## src/rtl/decode_pkg.sv

```systemverilog
// Shared RV32I decode types: major opcodes, the decoded bundle and operand-use lookup.
package decode_pkg;

   localparam logic [4:0] OPC_LOAD     = 5'b00000;
   localparam logic [4:0] OPC_MISC_MEM = 5'b00011;
   localparam logic [4:0] OPC_OP_IMM   = 5'b00100;
   localparam logic [4:0] OPC_AUIPC    = 5'b00101;
   localparam logic [4:0] OPC_STORE    = 5'b01000;
   localparam logic [4:0] OPC_OP       = 5'b01100;
   localparam logic [4:0] OPC_LUI      = 5'b01101;
   localparam logic [4:0] OPC_BRANCH   = 5'b11000;
   localparam logic [4:0] OPC_JALR     = 5'b11001;
   localparam logic [4:0] OPC_JAL      = 5'b11011;
   localparam logic [4:0] OPC_SYSTEM   = 5'b11100;

   typedef struct packed {
      logic [6:0]  opcode;
      logic [2:0]  funct3;
      logic [4:0]  rd;
      logic [4:0]  rs1;
      logic [4:0]  rs2;
      logic        rd_wr_en;
      logic        is_load;
      logic        is_store;
      logic        is_branch;
      logic        alu_op_0_sel;
      logic [31:0] imm;
      logic        illegal;
   } dec_bundle_t;

   // Returns {rs2_used, rs1_used} for a major opcode (inst[6:2]).
   function automatic logic [1:0] rs_used(input logic [4:0] opc);
      logic rs1_u;
      logic rs2_u;
      rs1_u = !((opc == OPC_LUI) || (opc == OPC_AUIPC) || (opc == OPC_JAL));
      rs2_u = (opc == OPC_OP) || (opc == OPC_STORE) || (opc == OPC_BRANCH);
      return {rs2_u, rs1_u};
   endfunction

endpackage

```

## src/rtl/decode_stage_if.sv

```systemverilog
// Fetch-side, execute-side, flush and writeback signals of the decode stage.
interface decode_stage_if
   import decode_pkg::*;
#(
   parameter int XLEN = 32
);
   logic            flush_i;
   logic            in_valid_i;
   logic            in_ready_o;
   logic [XLEN-1:0] in_inst_i;
   logic [XLEN-1:0] in_pc_i;
   logic            out_valid_o;
   logic            out_ready_i;
   logic [XLEN-1:0] out_pc_o;
   dec_bundle_t     out_bundle_o;
   logic            wb_valid_i;
   logic [4:0]      wb_addr_i;

   modport slave (
      input  flush_i, in_valid_i, in_inst_i, in_pc_i, out_ready_i, wb_valid_i, wb_addr_i,
      output in_ready_o, out_valid_o, out_pc_o, out_bundle_o
   );

   modport master (
      output flush_i, in_valid_i, in_inst_i, in_pc_i, out_ready_i, wb_valid_i, wb_addr_i,
      input  in_ready_o, out_valid_o, out_pc_o, out_bundle_o
   );
endinterface

```

## src/rtl/decode_stage_inst_decoder.sv

```systemverilog
// Purely combinational RV32I field/immediate decoder; illegal words are flagged
// and have their side-effect flags and immediate forced to zero.
module inst_decoder
   import decode_pkg::*;
(
   input  logic [31:0] inst,
   output dec_bundle_t bundle
);

   logic [4:0] opc;
   logic       legal;
   logic       writes_rd;

   // Legality, immediate format selection and destination-write qualification.
   always_comb begin
      opc       = inst[6:2];
      legal     = 1'b0;
      writes_rd = 1'b0;
      bundle    = '0;

      if (inst[1:0] == 2'b11) begin
         case (opc)
            OPC_LOAD, OPC_STORE, OPC_BRANCH, OPC_JALR, OPC_JAL, OPC_OP_IMM,
            OPC_OP, OPC_AUIPC, OPC_LUI, OPC_MISC_MEM, OPC_SYSTEM: legal = 1'b1;
            default: legal = 1'b0;
         endcase
      end

      bundle.opcode       = inst[6:0];
      bundle.funct3       = inst[14:12];
      bundle.rd           = inst[11:7];
      bundle.rs1          = inst[19:15];
      bundle.rs2          = inst[24:20];
      bundle.alu_op_0_sel = inst[30] & (((opc == OPC_OP) && (inst[14:12] == 3'b000)) ||
                                        (inst[14:12] == 3'b101));
      bundle.illegal      = !legal;

      if (legal) begin
         case (opc)
            OPC_LOAD, OPC_OP_IMM, OPC_JALR, OPC_MISC_MEM, OPC_SYSTEM:
               bundle.imm = {{20{inst[31]}}, inst[31:20]};
            OPC_STORE:
               bundle.imm = {{20{inst[31]}}, inst[31:25], inst[11:7]};
            OPC_BRANCH:
               bundle.imm = {{19{inst[31]}}, inst[31], inst[7], inst[30:25], inst[11:8], 1'b0};
            OPC_LUI, OPC_AUIPC:
               bundle.imm = {inst[31:12], 12'h000};
            OPC_JAL:
               bundle.imm = {{11{inst[31]}}, inst[31], inst[19:12], inst[20], inst[30:21], 1'b0};
            default:
               bundle.imm = '0;
         endcase

         case (opc)
            OPC_LUI, OPC_AUIPC, OPC_OP, OPC_OP_IMM, OPC_JAL, OPC_JALR, OPC_LOAD: writes_rd = 1'b1;
            default: writes_rd = 1'b0;
         endcase

         bundle.rd_wr_en  = writes_rd && (inst[11:7] != 5'd0);
         bundle.is_load   = (opc == OPC_LOAD);
         bundle.is_store  = (opc == OPC_STORE);
         bundle.is_branch = (opc == OPC_BRANCH);
      end
   end

endmodule

```

## src/rtl/decode_stage.sv

```systemverilog
// Registered RV32I decode stage: main/skid holding registers, load-use scoreboard,
// flush and valid/ready handshakes on both sides.
module decode_stage
   import decode_pkg::*;
#(
   parameter int XLEN    = 32,
   parameter int SKID_EN = 1,
   parameter int NREG    = 32
)(
   input  logic           clk_i,
   input  logic           rst_i,
   decode_stage_if.slave  bus
);

   if (XLEN != 32) begin : g_xlen_check
      $error("decode_stage: XLEN must be 32");
   end

   dec_bundle_t     in_dec;
   dec_bundle_t     main_b;
   dec_bundle_t     skid_b;
   logic [XLEN-1:0] main_pc;
   logic [XLEN-1:0] skid_pc;
   logic            main_valid;
   logic            skid_valid;
   logic [NREG-1:0] sb;
   logic [NREG-1:0] wb_clr;
   logic [NREG-1:0] ld_set;
   logic [NREG-1:0] sb_eff;
   logic [1:0]      used;
   logic            rs1_hz;
   logic            rs2_hz;
   logic            hazard;
   logic            out_fire;
   logic            accept;
   logic            in_ready;

   inst_decoder u_dec (
      .inst   (bus.in_inst_i),
      .bundle (in_dec)
   );

   // A writeback clearing a register this cycle already releases its consumer.
   always_comb begin
      wb_clr   = bus.wb_valid_i ? (NREG'(1) << bus.wb_addr_i) : '0;
      out_fire = main_valid & bus.out_ready_i;
      ld_set   = (out_fire && main_b.is_load && (main_b.rd != 5'd0)) ? (NREG'(1) << main_b.rd) : '0;
      sb_eff   = sb & ~wb_clr;
      used     = rs_used(in_dec.opcode[6:2]);

      rs1_hz = used[0] && (in_dec.rs1 != 5'd0) &&
               (sb_eff[in_dec.rs1] ||
                (main_valid && main_b.is_load && (main_b.rd == in_dec.rs1)) ||
                (skid_valid && skid_b.is_load && (skid_b.rd == in_dec.rs1)));
      rs2_hz = used[1] && (in_dec.rs2 != 5'd0) &&
               (sb_eff[in_dec.rs2] ||
                (main_valid && main_b.is_load && (main_b.rd == in_dec.rs2)) ||
                (skid_valid && skid_b.is_load && (skid_b.rd == in_dec.rs2)));
      hazard = rs1_hz | rs2_hz;

      if (SKID_EN != 0) begin
         in_ready = !skid_valid && !hazard && !bus.flush_i && !rst_i;
      end else begin
         in_ready = (!main_valid || bus.out_ready_i) && !hazard && !bus.flush_i && !rst_i;
      end
      accept = bus.in_valid_i & in_ready;
   end

   // Main refills from skid first so ordering is preserved; skid only catches
   // an accept while main is stalled.
   always_ff @(posedge clk_i) begin
      if (rst_i) begin
         main_valid <= 1'b0;
         skid_valid <= 1'b0;
         main_b     <= '0;
         skid_b     <= '0;
         main_pc    <= '0;
         skid_pc    <= '0;
         sb         <= '0;
      end else begin
         sb <= (sb & ~wb_clr) | ld_set;
         if (bus.flush_i) begin
            main_valid <= 1'b0;
            skid_valid <= 1'b0;
         end else if (!main_valid || out_fire) begin
            if (skid_valid) begin
               main_valid <= 1'b1;
               main_b     <= skid_b;
               main_pc    <= skid_pc;
               skid_valid <= 1'b0;
            end else begin
               main_valid <= accept;
               if (accept) begin
                  main_b  <= in_dec;
                  main_pc <= bus.in_pc_i;
               end
            end
         end else if (accept && (SKID_EN != 0)) begin
            skid_valid <= 1'b1;
            skid_b     <= in_dec;
            skid_pc    <= bus.in_pc_i;
         end
      end
   end

   assign bus.in_ready_o   = in_ready;
   assign bus.out_valid_o  = main_valid & !rst_i;
   assign bus.out_pc_o     = rst_i ? '0 : main_pc;
   assign bus.out_bundle_o = rst_i ? '0 : main_b;

endmodule
```

## src/flat_wrapper.sv

```systemverilog
// flat-port wrapper written by rule: the top's interface ports become plain ports
module decode_stage_flat import decode_pkg::*;
#(
   parameter int XLEN    = 32,
   parameter int SKID_EN = 1,
   parameter int NREG    = 32
)
  (clk_i, rst_i, bus_flush_i, bus_in_valid_i, bus_in_inst_i, bus_in_pc_i, bus_out_ready_i, bus_wb_valid_i, bus_wb_addr_i, bus_in_ready_o, bus_out_valid_o, bus_out_pc_o, bus_out_bundle_o);
  decode_stage_if #(.XLEN(XLEN)) bus_i ();
  input  logic clk_i;
  input  logic rst_i;
  input wire logic [$bits(bus_i.flush_i)-1:0] bus_flush_i;
  input wire logic [$bits(bus_i.in_valid_i)-1:0] bus_in_valid_i;
  input wire logic [$bits(bus_i.in_inst_i)-1:0] bus_in_inst_i;
  input wire logic [$bits(bus_i.in_pc_i)-1:0] bus_in_pc_i;
  input wire logic [$bits(bus_i.out_ready_i)-1:0] bus_out_ready_i;
  input wire logic [$bits(bus_i.wb_valid_i)-1:0] bus_wb_valid_i;
  input wire logic [$bits(bus_i.wb_addr_i)-1:0] bus_wb_addr_i;
  output wire logic [$bits(bus_i.in_ready_o)-1:0] bus_in_ready_o;
  output wire logic [$bits(bus_i.out_valid_o)-1:0] bus_out_valid_o;
  output wire logic [$bits(bus_i.out_pc_o)-1:0] bus_out_pc_o;
  output wire logic [$bits(bus_i.out_bundle_o)-1:0] bus_out_bundle_o;
  assign bus_i.flush_i = bus_flush_i;
  assign bus_i.in_valid_i = bus_in_valid_i;
  assign bus_i.in_inst_i = bus_in_inst_i;
  assign bus_i.in_pc_i = bus_in_pc_i;
  assign bus_i.out_ready_i = bus_out_ready_i;
  assign bus_i.wb_valid_i = bus_wb_valid_i;
  assign bus_i.wb_addr_i = bus_wb_addr_i;
  assign bus_in_ready_o = bus_i.in_ready_o;
  assign bus_out_valid_o = bus_i.out_valid_o;
  assign bus_out_pc_o = bus_i.out_pc_o;
  assign bus_out_bundle_o = bus_i.out_bundle_o;
  decode_stage #(.XLEN(XLEN), .SKID_EN(SKID_EN), .NREG(NREG)) u_core (.clk_i(clk_i), .rst_i(rst_i), .bus(bus_i));
endmodule
```

## config.mk

```make
export PLATFORM = sky130hd
export DESIGN_NAME = decode_stage_flat
export DESIGN_NICKNAME = d
export VERILOG_FILES = /design/src/rtl/decode_pkg.sv /design/src/rtl/decode_stage_if.sv /design/src/rtl/decode_stage_inst_decoder.sv /design/src/rtl/decode_stage.sv /design/src/flat_wrapper.sv
export SDC_FILE = /design/constraint.sdc
export NUM_CORES = 1
export LEC_CHECK = 0
export BUFFER_PORTS_ARGS = -buffer_cell sky130_fd_sc_hd__buf_4
export CORE_MARGIN = 5
export CORE_UTILIZATION = 45
export CTS_CLUSTER_DIAMETER = 120
export CTS_CLUSTER_SIZE = 10
export DETAILED_ROUTE_END_ITERATION = 8
export GPL_TIMING_DRIVEN = 0
export PLACE_DENSITY = 0.65
export RECOVER_POWER = 100
export SLEW_MARGIN = 10
export SYNTH_ARGS = -nofsm -noshare
export SYNTH_HDL_FRONTEND = slang
export SYNTH_SLANG_ARGS = --single-unit
export TNS_END_PERCENT = 100
```

## constraint.sdc

```tcl
create_clock -name clk_i -period 5.07 [get_ports clk_i]
set_input_delay 1.2675 -clock clk_i [delete_from_list [all_inputs] [get_ports clk_i]]
set_output_delay 1.2675 -clock clk_i [all_outputs]
set_load 0.02 [all_outputs]
```

==> results of run 1 <==
-- power groups by stage --
stage / clock, W / sequential (W) / combinational, W
after floorplan: 0 / 0.00185 / 0.000311
after global placement: 0 / 0.00186 / 0.000513
after detailed placement: 0 / 0.00186 / 0.000518
after CTS: 0.00165 / 0.00182 / 0.000520
after global routing: 0.00173 / 0.00182 / 0.000552
final: 0.00163 / 0.00182 / 0.000514
-- worst paths after layout --
path                                   startpoint                 to  slack, ps  cells after the start
worst max-delay path            bus_in_inst_i[15]     bus_in_ready_o         50                     11
worst min-delay path                 u_core.sb[0]       u_core.sb[0]        470                      2
worst max register to register  u_core.main_b[48]  u_core.main_b[53]        660                     11
worst min register to register       u_core.sb[0]       u_core.sb[0]        470                      2
-- routing by layer --
layer  track usage (%)  vias up  share of wire (%)
met5                 0        -              0.017
met4              8.52        2                3.7
met3              7.77      110                 11
met2              40.8      588                 43
met1              35.7     5673                 42
li1                  -     5666                  -
-- layout make-up --
cell class                 instances  area [sq um]  area share, %
multi-input combinational       1088          6840           49.2
tap                              335           419           3.02
buffer                           146           596           4.28
clock buffer                      26           651           4.68
clock inverter                     2          38.8          0.279
timing repair buffer             161           845           6.08
inverter                           8          30.0          0.216
sequential                       224          4480           32.3
-- stage by stage --
stage | hold WS [ps] | utilization (%) | instances | worst slack [ps]
after CTS | 469 | 54.7 | 1990 | 29.7
after detailed placement | 459 | 52.0 | 1963 | -411
after floorplan | 431 | - | 1467 | 360
final | 472 | 53.3 | 1990 | 47.8
after global placement | 454 | 52.0 | 1963 | -415
after global routing | 489 | 53.3 | 1990 | 11.7
-- cell usage in the layout, fill, tap and decap left out, types with 4 or more instances in the layout --
cell / synthesis / layout
nor2b_1: 105 / 105
and2_1: 4 / 4
buf_1: 8 / 7
o21ai_0: 109 / 110
a21oi_1: 167 / 168
o21ai_2: 2 / 4
nand2b_1: 29 / 28
a211oi_1: 10 / 10
or4_1: 18 / 18
dfxtp_1: 224 / 224
o31ai_1: 12 / 12
inv_1: 8 / 8
a21o_1: 8 / 8
xor2_1: 6 / 6
xnor2_1: 14 / 14
nor3b_1: 18 / 15
o2111ai_1: 6 / 6
a31oi_1: 16 / 16
clkbuf_1: 115 / 215
nor2_1: 104 / 103
mux2_1: 36 / 36
clkbuf_16: 0 / 26
nand2_1: 59 / 59
nand4b_1: 4 / 4
clkbuf_2: 0 / 5
a22o_1: 9 / 9
mux2_2: 30 / 30
buf_4: 1 / 64
o22ai_1: 19 / 19
mux2i_1: 60 / 60
nor3_1: 12 / 12
a22oi_1: 30 / 30
and3_1: 5 / 5
buf_2: 17 / 12
o21ai_1: 24 / 21
o211ai_1: 14 / 14
nand4_1: 18 / 18
nand3_1: 96 / 96
or3_1: 8 / 8
-- registers in the layout, indices dropped and copies added, names as in the netlist --
register           cells
u_core.sb             32
u_core.main_valid      1
u_core.main_b         63
u_core.main_pc        32
u_core.skid_b         63
u_core.skid_valid      1
u_core.skid_pc        32
-- worst max-delay path: cells and delay by family --
kind / cells / cell delay, ps
AOI/OAI and AO/OA: 3 / 720
and+or+nand+nor: 3 / 960
buffers and inverters: 5 / 790
-- kinds of logic (layout without fill, tap and decap cells) --
| logic type | after synthesis | after routing | synth area share (%) |
|---|---|---|---|
| mux | 126 | 126 | 11.3 |
| xor+xnor | 20 | 20 | 1.47 |
| flops | 224 | 224 | 37.6 |
| fa+ha+maj | 3 | 3 | 0.315 |
| buf+inv | 155 | 343 | 5.47 |
| simple gates | 494 | 494 | 22.1 |
| compound gates | 445 | 445 | 21.8 |
-- cell usage after synthesis (all sizes together), types with 9 or more instances --
cell type,n,area [sq um]
nand2,59,221
a211oi,10,75.1
nor3,12,60.1
buf,32,190
nand4,18,113
clkbuf,115,432
a22o,9,78.8
a22oi,30,225
nand3,96,480
nor2b,105,657
o21ai,135,683
nor3b,18,135
mux2,66,743
dfxtp,224,4480
nor2,104,390
nand2b,29,181
a21oi,168,845
o22ai,19,119
mux2i,60,601
or4,18,135
xnor2,14,123
a31oi,16,100
o211ai,14,105
o31ai,12,90.1
==> impl_metrics.ini, run 1 <==
[clocking]
cts_num_sinks = 224
root_buffer = clkbuf_16
cts-buffers-inserted = 26
cts_tree = done
path_clk_slew_ps = 50
cts-hold-fix-buffers = 0
cts_buffer_depth = 3
htree_levels = 1
cts_resized = 8
clk-insertion-delay-late_ps = 550
cts_setup_buffers = 0

[setup_path]
cp_common_cell = buf_6
critPathLaunchType = input pin
arrival_ps = 3750
worstPathMaxFanout = 19
cpPeakStageDelay_ps = 710
crit_slowest_cell = nor3_1
critPathKind = input pin to output port
required_ps = 3800
crit_chain = buf_2 -> nor3_1 -> a22oi_1 -> nand4_1 -> o2111ai_1 -> a32o_1 -> buf_6 -> buf_6 -> buf_6 -> nor2_1 -> buf_4
end_kind = output port

[routing]
drt_iter0_drc = 1284
first_pass_iters = 7
final_antenna_net_count = 0
vias = 12039
finalWirelength_mm = 42.1
wl_per_cell_um = 21.2
drc = 0
via_per_inst = 6.05

[timing]
min_period_over_period_pct = 99.1
rsz0062_at_grt = false
setup_tns_ps = 0
hold_viol = 0
fin_skew_ps = 24.4
tightest_slew_ps = 1250
fin_crit_ps = 5020
maxSlewViolCount = 0
fmax_mhz = 199
setup_viol = 0
relSlewSlack_pct = 16.2

[synth]
syn_inst = 1467
ys_async_sr_fraction_pct = 0
synth_seq_cells = 224
syn_area_sq_um = 11900
yosysWarningCount = 0
synth_nets = 1545
yosysSeqAreaShare_pct = 37.6
yosys_most_used_dff = dfxtp_1
synth.avg_cell_area_sq_um = 8.13
synth_edf_count = 0
synth_cell_type_count = 60

[pwr]
p_int_w = 0.00288
clockPowerShare_pct = 41.1
netSwitchingFraction_pct = 27.5
comb_power_share_pct = 13.0
vdd_drop_max_mv = 0.246
netSwitchingPower_w = 0.00109
power_density_nw_per_um2 = 285
leakagePower_nw = 4.70
seqPwrFrac_pct = 45.9
finalPower_w = 0.00397

[grt]
grtUsageTotal_pct = 26.4
grt_pass1_wl_mm = 64.9
grt_start_max_net_pins = 20
grt_overflow = 0
grt_pass1_vias = 11454
antenna_found_initial = 1

[placement]
numPortBuffers = 161
place.gp.congestion = 0.974
hpwl_mm = 31.4
place_area_sq_um = 13600

[floorplanning]
fp.dieH_um = 173
initial_core_util_pct = 45.8
die_area_sq_um = 29900
rows = 59
die_w_um = 173
io_pins = 172
core_region_area_sq_um = 26100

[cells_and_area]
syn_to_final_growth_pct = 16.5
final_cell_area_sq_um = 13900
fillCellCount = 2573
layout.nets = 1733
antenna_cells = 0
drive_above_1_share_pct = 9.61

[flow_run]
cap_violations = 0

[outcome]
status = finished clean

[hold_path]
hp-class = flop to flop
No activity file was read; power rests on OpenSTA's default activity.
==> run 2, diff against run 1 <==
Settings changed: ABC_AREA set to 1.
==> impl_metrics.ini, run 2 <==
[outcome]
status = finished clean

[cells_and_area]
fin_cells = 2497
final_cell_area_sq_um = 13900
antenna_cells = 0
syn_to_final_growth_pct = 15.4
top_regs = u_core.main_b (63), u_core.skid_b (63)
drive_above_1_share_pct = 5.55
final_common_cell = nand2_1
most-common-layout-cells = 492 x nand2_1, 478 x nor2_1, 224 x dfxtp_1, 201 x clkbuf_1, 163 x nand3_1
layout.nets = 2240

[timing]
holdWs_ps = 464
fin_crit_ps = 4830
setup_viol = 0
fin_skew_ps = 27.8
maxSlewViolCount = 0
min_period_over_period_pct = 95.2
setup_tns_ps = 0
hold_viol = 0
fmax_mhz = 207
relSlewSlack_pct = 39.8
tightest_slew_ps = 903
rsz0062_at_grt = false

[routing]
wl_per_cell_um = 17.3
vias = 13267
drt_iter0_drc = 1217
drc = 0
final_antenna_net_count = 0
first_pass_iters = 6
via_per_inst = 5.31
finalWirelength_mm = 43.3

[synth]
syn_area_sq_um = 12000
yosysTopAreaCell = dfxtp_1
synth_seq_cells = 224
yosysMostFrequentCell = nand2_1
synth_top_area_share_pct = 37.3
yosys-top-cells-area = dfxtp_1 37%, nand2_1 15%, nor2_1 15%
ys_async_sr_fraction_pct = 0
yosys_most_used_dff = dfxtp_1
yosysSeqAreaShare_pct = 37.3
synth_common_cells = 490 x nand2_1, 477 x nor2_1, 224 x dfxtp_1
synth_nets = 2050
yosysWarningCount = 0
syn_inst = 1972
synth_edf_count = 0
synth.avg_cell_area_sq_um = 6.10
synth_cell_type_count = 37

[placement]
place_area_sq_um = 13700
hpwl_mm = 31.7
numPortBuffers = 162
place.gp.congestion = 0.997
dp_cells = 2469

[floorplanning]
fp.dieH_um = 174
io_pins = 172
die_w_um = 174
die_area_sq_um = 30100
core_region_area_sq_um = 26200
rows = 59
initial_core_util_pct = 45.9

[grt]
grt_pass1_wl_mm = 68.6
grt_pass1_vias = 12835
grt_start_max_net_pins = 13
grt_overflow = 0
antenna_found_initial = 0
grtUsageTotal_pct = 27.9

[flow_run]
cap_violations = 0

[setup_path]
cp_num_buf_inv = 4
critPathKind = input pin to output port
critPathLaunchType = input pin
arrival_ps = 3560
crit_family = buffers and inverters
crit_chain = buf_2 -> inv_1 -> clkbuf_1 -> nand3_1 -> nand3_1 -> nand3_1 -> nand3_1 -> nand3_1 -> nand2_1 -> and3_1 -> clkbuf_1
cp_common_cell = nand3_1
critPathLaunch = bus_in_inst_i[16]
required_ps = 3800
r2r-start = u_core.main_b[50]
end_kind = output port
worstPathMaxFanout = 10
crit_slowest_cell = clkbuf_1
r2r_setup_slack_ps = 1520
cpPeakStageDelay_ps = 590

[clocking]
cts_setup_buffers = 0
cts_buffer_depth = 3
clk-insertion-delay-late_ps = 550
cts-buffers-inserted = 26
cts-hold-fix-buffers = 0
cts_num_sinks = 224
cts_resized = 0
path_clk_slew_ps = 60
root_buffer = clkbuf_16
htree_levels = 1
cts_tree = done

[hold_path]
min_from = u_core.sb[0]
hp-class = flop to flop

[pwr]
vdd_drop_max_mv = 0.198
leakagePower_nw = 6.17
power_density_nw_per_um2 = 280
-- run 2: cell types whose count changed after synthesis, sizes merged, moves of 24 or more --
cell and delta:
mux2 -66, a21oi -82, inv +142, nand2 +433
nand3b +31, clkbuf -36, nor2b -105, nand3 +67
nand2b -29, mux2i -60, nor2 +378, a22oi -29
buf +24
-- run 2: worst register-to-register path, cell delays in order, from the launching register on --
cell	delay, ps
dfxtp_1	310
clkbuf_1	310
inv_1	230
a221oi_1	300
nand3_1	120
nand2_1	90
inv_1	40
nand3_1	70
nand2_1	70
nand4_1	110
nand2_1	140
nand2_1	390
clkbuf_1	520
clkbuf_1	500
nor2_1	180
nor2_1	120
-- run 2: layout make-up --
cell class,count,area (sq um)
Buffer,135,544
Clock buffer,27,676
Clock inverter,1,8.76
Fill cell,2879,12300
Inverter,152,571
Multi-Input combinational cell,1461,6330
Sequential cell,224,4480
Tap cell,335,419
Timing Repair Buffer,162,856
-- run 2: per-stage QoR --
step | power (W) | setup slack [ps] | util, %
2_1_floorplan | 0.00208 | 1230 | -
3_3_place_gp | 0.00227 | 459 | 52.2
3_5_place_dp | 0.00227 | 452 | 52.2
4_1_cts | 0.00392 | 448 | 54.8
5_1_grt | 0.00403 | 164 | 53.0
6_report | 0.00389 | 245 | 53.0
-- run 2: report_power, final --
group | total (W) | internal [W] | switching, W
registers | 0.00180 | 0.00179 | 0.0000104
logic | 0.000426 | 0.000124 | 0.000302
clock network | 0.00167 | 0.000930 | 0.000741
total | 0.00389 | 0.00284 | 0.00105
-- run 2: kinds of logic after synthesis --
kind of cell	Yosys count	share of synthesized area, %
XOR/XNOR	7	0.509
AO/OA/AOI/OAI	260	11.4
flip-flops	224	37.3
AND/OR/NAND/NOR	1191	40.5
buffers and inverters	287	9.98
adder cells (fa/ha/maj)	3	0.312
-- run 2: layer usage --
metal	vias to the layer above	global-route usage [%]	wire length (um)	part of all wire, %
met1	5998	36.4	18300	42
met2	592	44.4	18900	44
met4	0	10.1	1530	3.5
met3	105	7.72	4500	10
met5	-	0	0	0
li1	6572	-	-	-
-- run 2: path summary, 6_finish.rpt --
| path | depth (start not counted) | endpoint |
|---|---|---|
| max | 11 | bus_in_ready_o |
| min | 2 | u_core.sb[0] |
| max reg2reg | 15 | u_core.main_b[51] |
| min reg2reg | 2 | u_core.sb[0] |
